--- src/rtl/frame_buf_multi.sv ---
// frame_buf_multi: single-clock ring of NUM_BUFS frame buffers. Whole frames are
// written by one stream and handed, in FIFO order, to a second stream.
module frame_buf_multi #(
    parameter int unsigned DATA_WIDTH = 32,
    parameter int unsigned ADDR_WIDTH = 3,
    parameter int unsigned NUM_BUFS   = 2
) (
    input  logic                            clk,
    input  logic                            reset,
    input  logic                            wr_en_in,
    input  logic                            rd_en_in,
    input  logic [DATA_WIDTH-1:0]           data_in,
    output logic [DATA_WIDTH-1:0]           data_out,
    output logic                            data_valid,
    output logic                            wr_rdy,
    output logic                            frame_rdy,
    output logic [$clog2(NUM_BUFS+1)-1:0]   buf_count,
    output logic                            overflow
);

    localparam int unsigned FRAME_LEN = 1 << ADDR_WIDTH;
    localparam int unsigned BUF_W     = $clog2(NUM_BUFS);
    localparam int unsigned CNT_W     = $clog2(NUM_BUFS + 1);
    localparam int unsigned DEPTH     = NUM_BUFS * FRAME_LEN;

    localparam logic [ADDR_WIDTH-1:0] LAST_ADDR = '1;
    localparam logic [BUF_W-1:0]      LAST_BUF  = BUF_W'(NUM_BUFS - 1);
    localparam logic [CNT_W-1:0]      FULL_CNT  = CNT_W'(NUM_BUFS);

    typedef enum logic {WIdle, WFill} w_state_t;
    typedef enum logic {RIdle, RRead} r_state_t;

    w_state_t w_state;
    r_state_t r_state;

    logic [DATA_WIDTH-1:0] mem [DEPTH];

    logic [BUF_W-1:0]      wr_buf;
    logic [BUF_W-1:0]      rd_buf;
    logic [ADDR_WIDTH-1:0] wr_addr;
    logic [ADDR_WIDTH-1:0] rd_addr;

    logic wr_fire;
    logic rd_fire;
    logic commit;
    logic rel;

    // Readiness depends on registered state only, never on the enables.
    assign wr_rdy    = (w_state == WFill) || (buf_count < FULL_CNT);
    assign frame_rdy = (buf_count != '0);

    assign wr_fire = !wr_en_in && wr_rdy;
    assign rd_fire = !rd_en_in && ((r_state == RRead) || frame_rdy);
    assign commit  = wr_fire && (wr_addr == LAST_ADDR);
    assign rel     = rd_fire && (rd_addr == LAST_ADDR);

    // Frame storage, indexed {buffer, word}; contents survive reset.
    always_ff @(posedge clk) begin
        if (wr_fire) begin
            mem[{wr_buf, wr_addr}] <= data_in;
        end
    end

    // Write FSM: fills wr_buf word by word, commits on the last word.
    always_ff @(posedge clk or negedge reset) begin
        if (!reset) begin
            w_state  <= WIdle;
            wr_buf   <= '0;
            wr_addr  <= '0;
            overflow <= 1'b0;
        end else begin
            overflow <= !wr_en_in && !wr_rdy;
            case (w_state)
                WIdle: begin
                    if (wr_fire) begin
                        wr_addr <= wr_addr + ADDR_WIDTH'(1);
                        w_state <= WFill;
                    end
                end
                WFill: begin
                    if (wr_fire) begin
                        // Address wraps to 0 after the last word.
                        wr_addr <= wr_addr + ADDR_WIDTH'(1);
                        if (commit) begin
                            wr_buf  <= (wr_buf == LAST_BUF) ? '0 : wr_buf + BUF_W'(1);
                            w_state <= WIdle;
                        end
                    end
                end
                default: w_state <= WIdle;
            endcase
        end
    end

    // Read FSM with registered read port; releases rd_buf on the last word.
    always_ff @(posedge clk or negedge reset) begin
        if (!reset) begin
            r_state    <= RIdle;
            rd_buf     <= '0;
            rd_addr    <= '0;
            data_out   <= '0;
            data_valid <= 1'b0;
        end else begin
            data_valid <= rd_fire;
            if (rd_fire) begin
                data_out <= mem[{rd_buf, rd_addr}];
            end
            case (r_state)
                RIdle: begin
                    if (rd_fire) begin
                        rd_addr <= rd_addr + ADDR_WIDTH'(1);
                        r_state <= RRead;
                    end
                end
                RRead: begin
                    if (rd_fire) begin
                        rd_addr <= rd_addr + ADDR_WIDTH'(1);
                        if (rel) begin
                            rd_buf  <= (rd_buf == LAST_BUF) ? '0 : rd_buf + BUF_W'(1);
                            r_state <= RIdle;
                        end
                    end
                end
                default: r_state <= RIdle;
            endcase
        end
    end

    // Committed-frame count; a same-cycle commit and release cancel out.
    always_ff @(posedge clk or negedge reset) begin
        if (!reset) begin
            buf_count <= '0;
        end else begin
            case ({commit, rel})
                2'b10:   buf_count <= buf_count + CNT_W'(1);
                2'b01:   buf_count <= buf_count - CNT_W'(1);
                default: buf_count <= buf_count;
            endcase
        end
    end

endmodule

--- config.mk ---
export PLATFORM = sky130hd
export DESIGN_NAME = frame_buf_multi
export DESIGN_NICKNAME = d
export VERILOG_FILES = /design/src/rtl/frame_buf_multi.sv
export SDC_FILE = /design/constraint.sdc
export NUM_CORES = 1
export LEC_CHECK = 0
export CAP_MARGIN = 20
export CELL_PAD_IN_SITES_DETAIL_PLACEMENT = 0
export CELL_PAD_IN_SITES_GLOBAL_PLACEMENT = 1
export CORE_ASPECT_RATIO = 1.2
export CORE_MARGIN = 5
export CORE_UTILIZATION = 45
export CTS_BUF_LIST = sky130_fd_sc_hd__clkbuf_2
export CTS_CLUSTER_SIZE = 30
export DETAILED_ROUTE_END_ITERATION = 8
export GPL_TIMING_DRIVEN = 0
export PLACE_DENSITY_LB_ADDON = 0.1
export SLEW_MARGIN = 40
export SYNTH_ARGS = -nofsm -noshare
export SYNTH_HDL_FRONTEND = slang
export SYNTH_SLANG_ARGS = --single-unit
--- constraint.sdc ---
create_clock -name clk -period 2.4 [get_ports clk]
set_clock_uncertainty 0.05 [all_clocks]
set_input_delay 0.6 -clock clk [delete_from_list [all_inputs] [get_ports clk]]
set_output_delay 0.6 -clock clk [all_outputs]
set_load 0.005 [all_outputs]
Yosys cells after proc, flatten, opt, wreduce, memory -nomap -nowiden
Memories as Yosys holds them, arrays and structs flattened. A register that Yosys moved wholly into a read port is not among the register bits.
Index checks and enable logic that the tools add are counted.
{"block": "op_classes", "add_sub_neg": 6, "n_lt_le_gt_ge": 1, "n_eq_ne": 4, "n_mux": 14, "n_bitwise": 2, "n_reduce_logical": 15}
{"operator": "$mux W1", "n": 9}
{"operator": "$add A3 B1 Y3 const B", "n": 2}
{"operator": "$eq A3 B3 Y1 const B", "n": 2}
{"operator": "$mux W3", "n": 2}
{"operator": "$reduce_and A3 Y1", "n": 2}
{"operator": "$logic_and A1 B1 Y1", "n": 5}
{"operator": "$logic_not A1 Y1", "n": 4}
{"operator": "$pmux W1 S2", "n": 2}
{"operator": "$pmux W2 S2", "n": 1}
{"operator": "$reduce_bool A2 Y1", "n": 2}
{"operator": "$add A1 B1 Y1 const B", "n": 2}
{"operator": "$add A2 B1 Y2 const B", "n": 1}
{"operator": "$eq A2 B1 Y1 const B", "n": 1}
{"operator": "$eq A2 B2 Y1 const B", "n": 1}
{"operator": "$logic_or A1 B1 Y1", "n": 2}
{"operator": "$lt A2 B2 Y1 const B", "n": 1}
{"operator": "$not A1 Y1", "n": 2}
{"operator": "$sub A2 B1 Y2 const B", "n": 1}
{"block": "totals", "register_bits": 14, "ram_bits": 512, "in_bits": 36, "wordCells": 52, "mem_count": 1}
{"memory": "mem", "words": 16, "width": 32, "rd": 1, "rd_clocked_by_memory_dff": 1, "wr": 1, "line": "36", "source": "logic [DATA_WIDTH-1:0] mem [DEPTH];"}

Logic depth before layout (Yosys ltp)
{"block": "logic_depth", "depth_word": 7, "depth_mapped": 8}

Worst setup path before layout
Ideal clock, no wire load.
{"block": "synth_path", "kind": "input to register", "from": "in wr_en_in", "to": "mem mem[12][0] (enable)", "arrival_time_ns": 1.874, "required_time_ns": 1.959, "setup_slack_ns": 0.085, "path_stages": 2, "path_buffers": 0, "cell_sequence": "nor2_1 -> and4_1"}
{"block": "synth_via", "elab_chain_cells": 4}
{"element": "start, declared", "line": "10", "source": "input logic wr_en_in,"}
{"element": "$logic_not A1 Y1", "line": "52", "source": "assign wr_fire = !wr_en_in && wr_rdy;"}
{"element": "$logic_and A1 B1 Y1", "line": "52"}
{"element": "$mux W1", "line": "59", "source": "if (wr_fire) begin"}
{"element": "$mux W1 (implied by the code)", "line": "60", "source": "mem[{wr_buf, wr_addr}] <= data_in;"}
{"element": "end, declared", "line": "36"}
Every way passes these cells.

Worst setup path in the final report
{"block": "layout_path", "from": "reg buf_count[1]", "to": "out frame_rdy"}
{"block": "layout_via", "elab_chain_cells": 1}
{"element": "start, declared", "line": "17", "source": "output logic [$clog2(NUM_BUFS+1)-1:0] buf_count,"}
{"element": "start signal, assigned", "line": "135", "source": "2'b10: buf_count <= buf_count + CNT_W'(1);"}
{"element": "start signal, assigned", "line": "136", "source": "2'b01: buf_count <= buf_count - CNT_W'(1);"}
{"element": "start signal, assigned", "line": "137", "source": "default: buf_count <= buf_count;"}
{"element": "$reduce_bool A2 Y1", "line": "50", "source": "assign frame_rdy = (buf_count != '0);"}
{"element": "end, declared", "line": "16", "source": "output logic frame_rdy,"}
Every way passes these cells.

==> impl_metrics.csv <==
group,metric,value,unit
run_status,status,"finished, violations left",
run_status,violations,"negative setup slack",
power,total_power,27.2,mW
worst_setup_path,crit_cells,3,
clock_network,clkTransAtPathRegs,0.11,ns
clock_network,cts-buffers-inserted,136,
power,vdd_drop_max,0.643,mV
synthesis,synth_adder_area_share,0.00468,
timing,hold_viol_final,0,
worst_hold_path,hold_path_class,"input pin to flip-flop",
die,placementRows,87,
worst_setup_path,critPathLaunchType,"flip-flop",
final_layout,drive_above_1_share,0.417,
worst_setup_path,crit_slowest_cell,"dfrtp_2",
synthesis,synth.avg_cell_area,23.1,sq um
synthesis,synth_compound_area_frac,0.0395,
worst_setup_path,critical_path_class,"flip-flop to primary output",
route,drc_errors,0,
global_route,grt_max_degree,32,
route,drtIter0Drc,712,
die,initial_core_util,0.454,
route,firstDrtPassIters,6,
power,p_comb_frac,0.323,
die,core_area,47000,sq um
clock_network,clock-sinks,558,
synthesis,ys_warn_count,0,
global_route,overflow,0,
final_layout,final_cells,1909,
synthesis,yosys.area_share.xor_xnor,0.00287,
clock_network,cts_root_buffer,"clkbuf_2",
worst_hold_path,holdPathStages,2,
final_layout,nets,1227,
global_route,antenna_found_initial,3,
run,maxCapViolCount,0,
clock_network,h-tree-depth,4,
synthesis,synthCells,926,
worst_setup_path,rr_endpoint,"mem[9][7]",
timing,slew_headroom,0.399,
timing,setup_viol_count_final,3,
die,chipWidth,209,microns
synthesis,synth_top_family_by_area,"multiplexers",
worst_setup_path,reg2reg_from,"buf_count[1]",
final_layout,final_common_cell,"edfxtp_1",
worst_setup_path,slowest_delay,0.45,ns
power,internal-power,18.5,mW
route,via_count,10700,
die,io_pins,74,
route,drt-total-wl,50.1,mm
timing,rsz0062_at_grt,"yes",
clock_network,clk_latency,1.08,ns
timing,finalWorstSetupSlack,-0.253,ns
synthesis,syn_nets,970,
worst_setup_path,cp.required,1.75,ns
placed_design,dp_hpwl,30.4,mm
worst_setup_path,path_cells,"buf_6, or2_4, buf_6",
worst_setup_path,cp_max_fo,3,
placed_design,portBuffers,73,
worst_setup_path,r2r_setup_slack,0.06,ns
power,switching_share,0.320,
global_route,track_usage,0.196,
timing,min_period,2.65,ns
clock_network,ctsLongestPathBuffers,3,
worst_setup_path,reg2reg_depth,6,
route,ant_nets,0,
route,wl_per_cell,26.3,microns
final_layout,areaGrowthSynthToFinish,15.4,%
die,dieArea,52000,sq um
global_route,grt_first_pass_wirelength,74.4,mm
power,clockPowerShare,0.224,
timing,hold_slack,0.251,ns
synthesis,synth.area.mux_share,0.152,
worst_setup_path,crit_path_end_kind,"primary output",
final_layout,mostFrequentLayoutCells,"512 x edfxtp_1, 214 x clkbuf_2, 128 x mux4_2, 51 x buf_2, 43 x dfrtp_1",
worst_setup_path,cp.arrival,2.00,ns
power,p_leak,8.33,nW
synthesis,yosys.cell_types.count,36,
synthesis,yosys.area_share.simple,0.0102,
worst_hold_path,hold_path_startpoint,"wr_en_in",
power,seq_power_share,0.453,
synthesis,syn_area,21400,sq um
timing,setup-tns-final,-0.616,ns
die,die_h,249,microns
clock_network,cts_tree,"done",
timing,fmax,377,MHz
placed_design,place_inst,1641,
synthesis,yosys_register_bits,558,
placed_design,placed_area,23300,sq um
timing,drv_slew,0,
placed_design,routabilityCongestion,0.707,
worst_setup_path,critical_path_buf_inv_count,2,
worst_hold_path,hold_path_end,"overflow",
timing,timing.final.crit_share,1.11,
route,vias_per_cell,5.58,
power,p_per_area,1100,nW/um^2
power,power.net_switching,8.70,mW
synthesis,yosysSeqAreaShare,0.773,
worst_setup_path,cp_common_cell,"buf_6",
timing,worstMarginPinSlew,0.901,ns
global_route,grt_pass1_vias,11600,
final_layout,post-route-cell-area,24700,sq um
final_layout,fillers,3919,
worst_setup_path,critPathTopFamily,"flip-flops",
-- final cells by class --
cell class | count | area (sq um) | area share
Multi-Input combinational cell | 310 | 4550 | 0.184
Antenna cell | 1 | 2.50 | 0.000101
Clock buffer | 206 | 1030 | 0.0418
Inverter | 4 | 15.0 | 0.000609
Tap cell | 623 | 779 | 0.0316
Sequential cell | 558 | 16500 | 0.670
Timing Repair Buffer | 120 | 1210 | 0.0490
Buffer | 53 | 367 | 0.0149
Clock inverter | 34 | 183 | 0.00741
-- per-stage QoR --
step                      utilization  setup WS [ns]
after CTS                       0.523         -0.383
final                           0.524         -0.253
after global routing            0.524         -0.385
after floorplan                     -         0.0847
after global placement          0.487          -1.70
after detailed placement        0.496         -0.505
-- synthesized netlist by cell type --
master	n	area share
edfxtp_1	512	0.72
mux4_2	128	0.13
dfrtp_1	46	0.054
a21oi_1	32	0.0075
mux2i_1	32	0.015
o22ai_1	32	0.0094
a221oi_2	30	0.021
clkbuf_1	18	0.0032
buf_2	14	0.0033
and2_1	12	0.0035
buf_4	12	0.0042
ha_1	8	0.0047
buf_6	6	0.0032
xnor2_1	5	0.0020
and4_1	4	0.0016
mux2_2	4	0.0021
buf_12	3	0.0028
inv_1	3	0.00053
nor2_1	3	0.00053
a221oi_1	2	0.00082
nor4b_1	2	0.00082
o21a_1	2	0.00070
or2_2	2	0.00059
xor2_1	2	0.00082
and2_4	1	0.00041
and3_1	1	0.00029
and3_4	1	0.00053
buf_1	1	0.00018
clkinv_1	1	0.00018
nand2_1	1	0.00018
nand2b_1	1	0.00029
nand3_1	1	0.00023
nand3b_1	1	0.00035
nor2b_1	1	0.00029
nor4_1	1	0.00029
or3_1	1	0.00029
-- worst max-delay path by stage --
| stage | start | endpoint | slack, ns |
|---|---|---|---|
| floorplan | wr_en_in | mem[12][0] | 0.08 |
| global placement | wr_en_in | mem[13][10] | -1.70 |
| detailed placement | wr_en_in | mem[13][10] | -0.50 |
| CTS | buf_count[1] | frame_rdy | -0.38 |
| global route | buf_count[1] | frame_rdy | -0.39 |
| finish | buf_count[1] | frame_rdy | -0.25 |
-- logic make-up after synthesis --
logic type | Yosys count
fa+ha+maj | 8
xor+xnor | 7
buf+inv | 58
flops | 558
mux | 164
simple gates | 33
compound gates | 98
-- flip-flops by register name, indices dropped and copies added (netlist names) --
signal,flops
mem,512
data_out,32
rd_addr,3
wr_addr,3
buf_count,2
data_valid,1
overflow,1
r_state,1
rd_buf,1
w_state,1
wr_buf,1
-- timing repair --
item,CTS,global route
hold buffers,3,0
setup buffers,21,5
setup endpoints to repair,332,61
hold endpoints to repair,46,0
pin swaps,1,3
gates resized for setup,168,12
-- power groups by stage --
stage	logic (mW)	clock network, mW	registers, mW
global route	9.42	6.88	12.4
detailed placement	8.83	0	12.6
floorplan	5.61	0	12.4
global placement	8.51	0	12.6
finish	8.77	6.09	12.3
CTS	8.92	6.33	12.3
-- per-layer routing --
metal	GRT usage	wire (microns)	up-vias
met2	0.317	25200	295
li1	-	-	4566
met4	0.0630	890	4
met3	0.0436	2470	76
met5	0	19	-
met1	0.267	21500	5711
No activity file was read; power rests on OpenSTA's default activity.
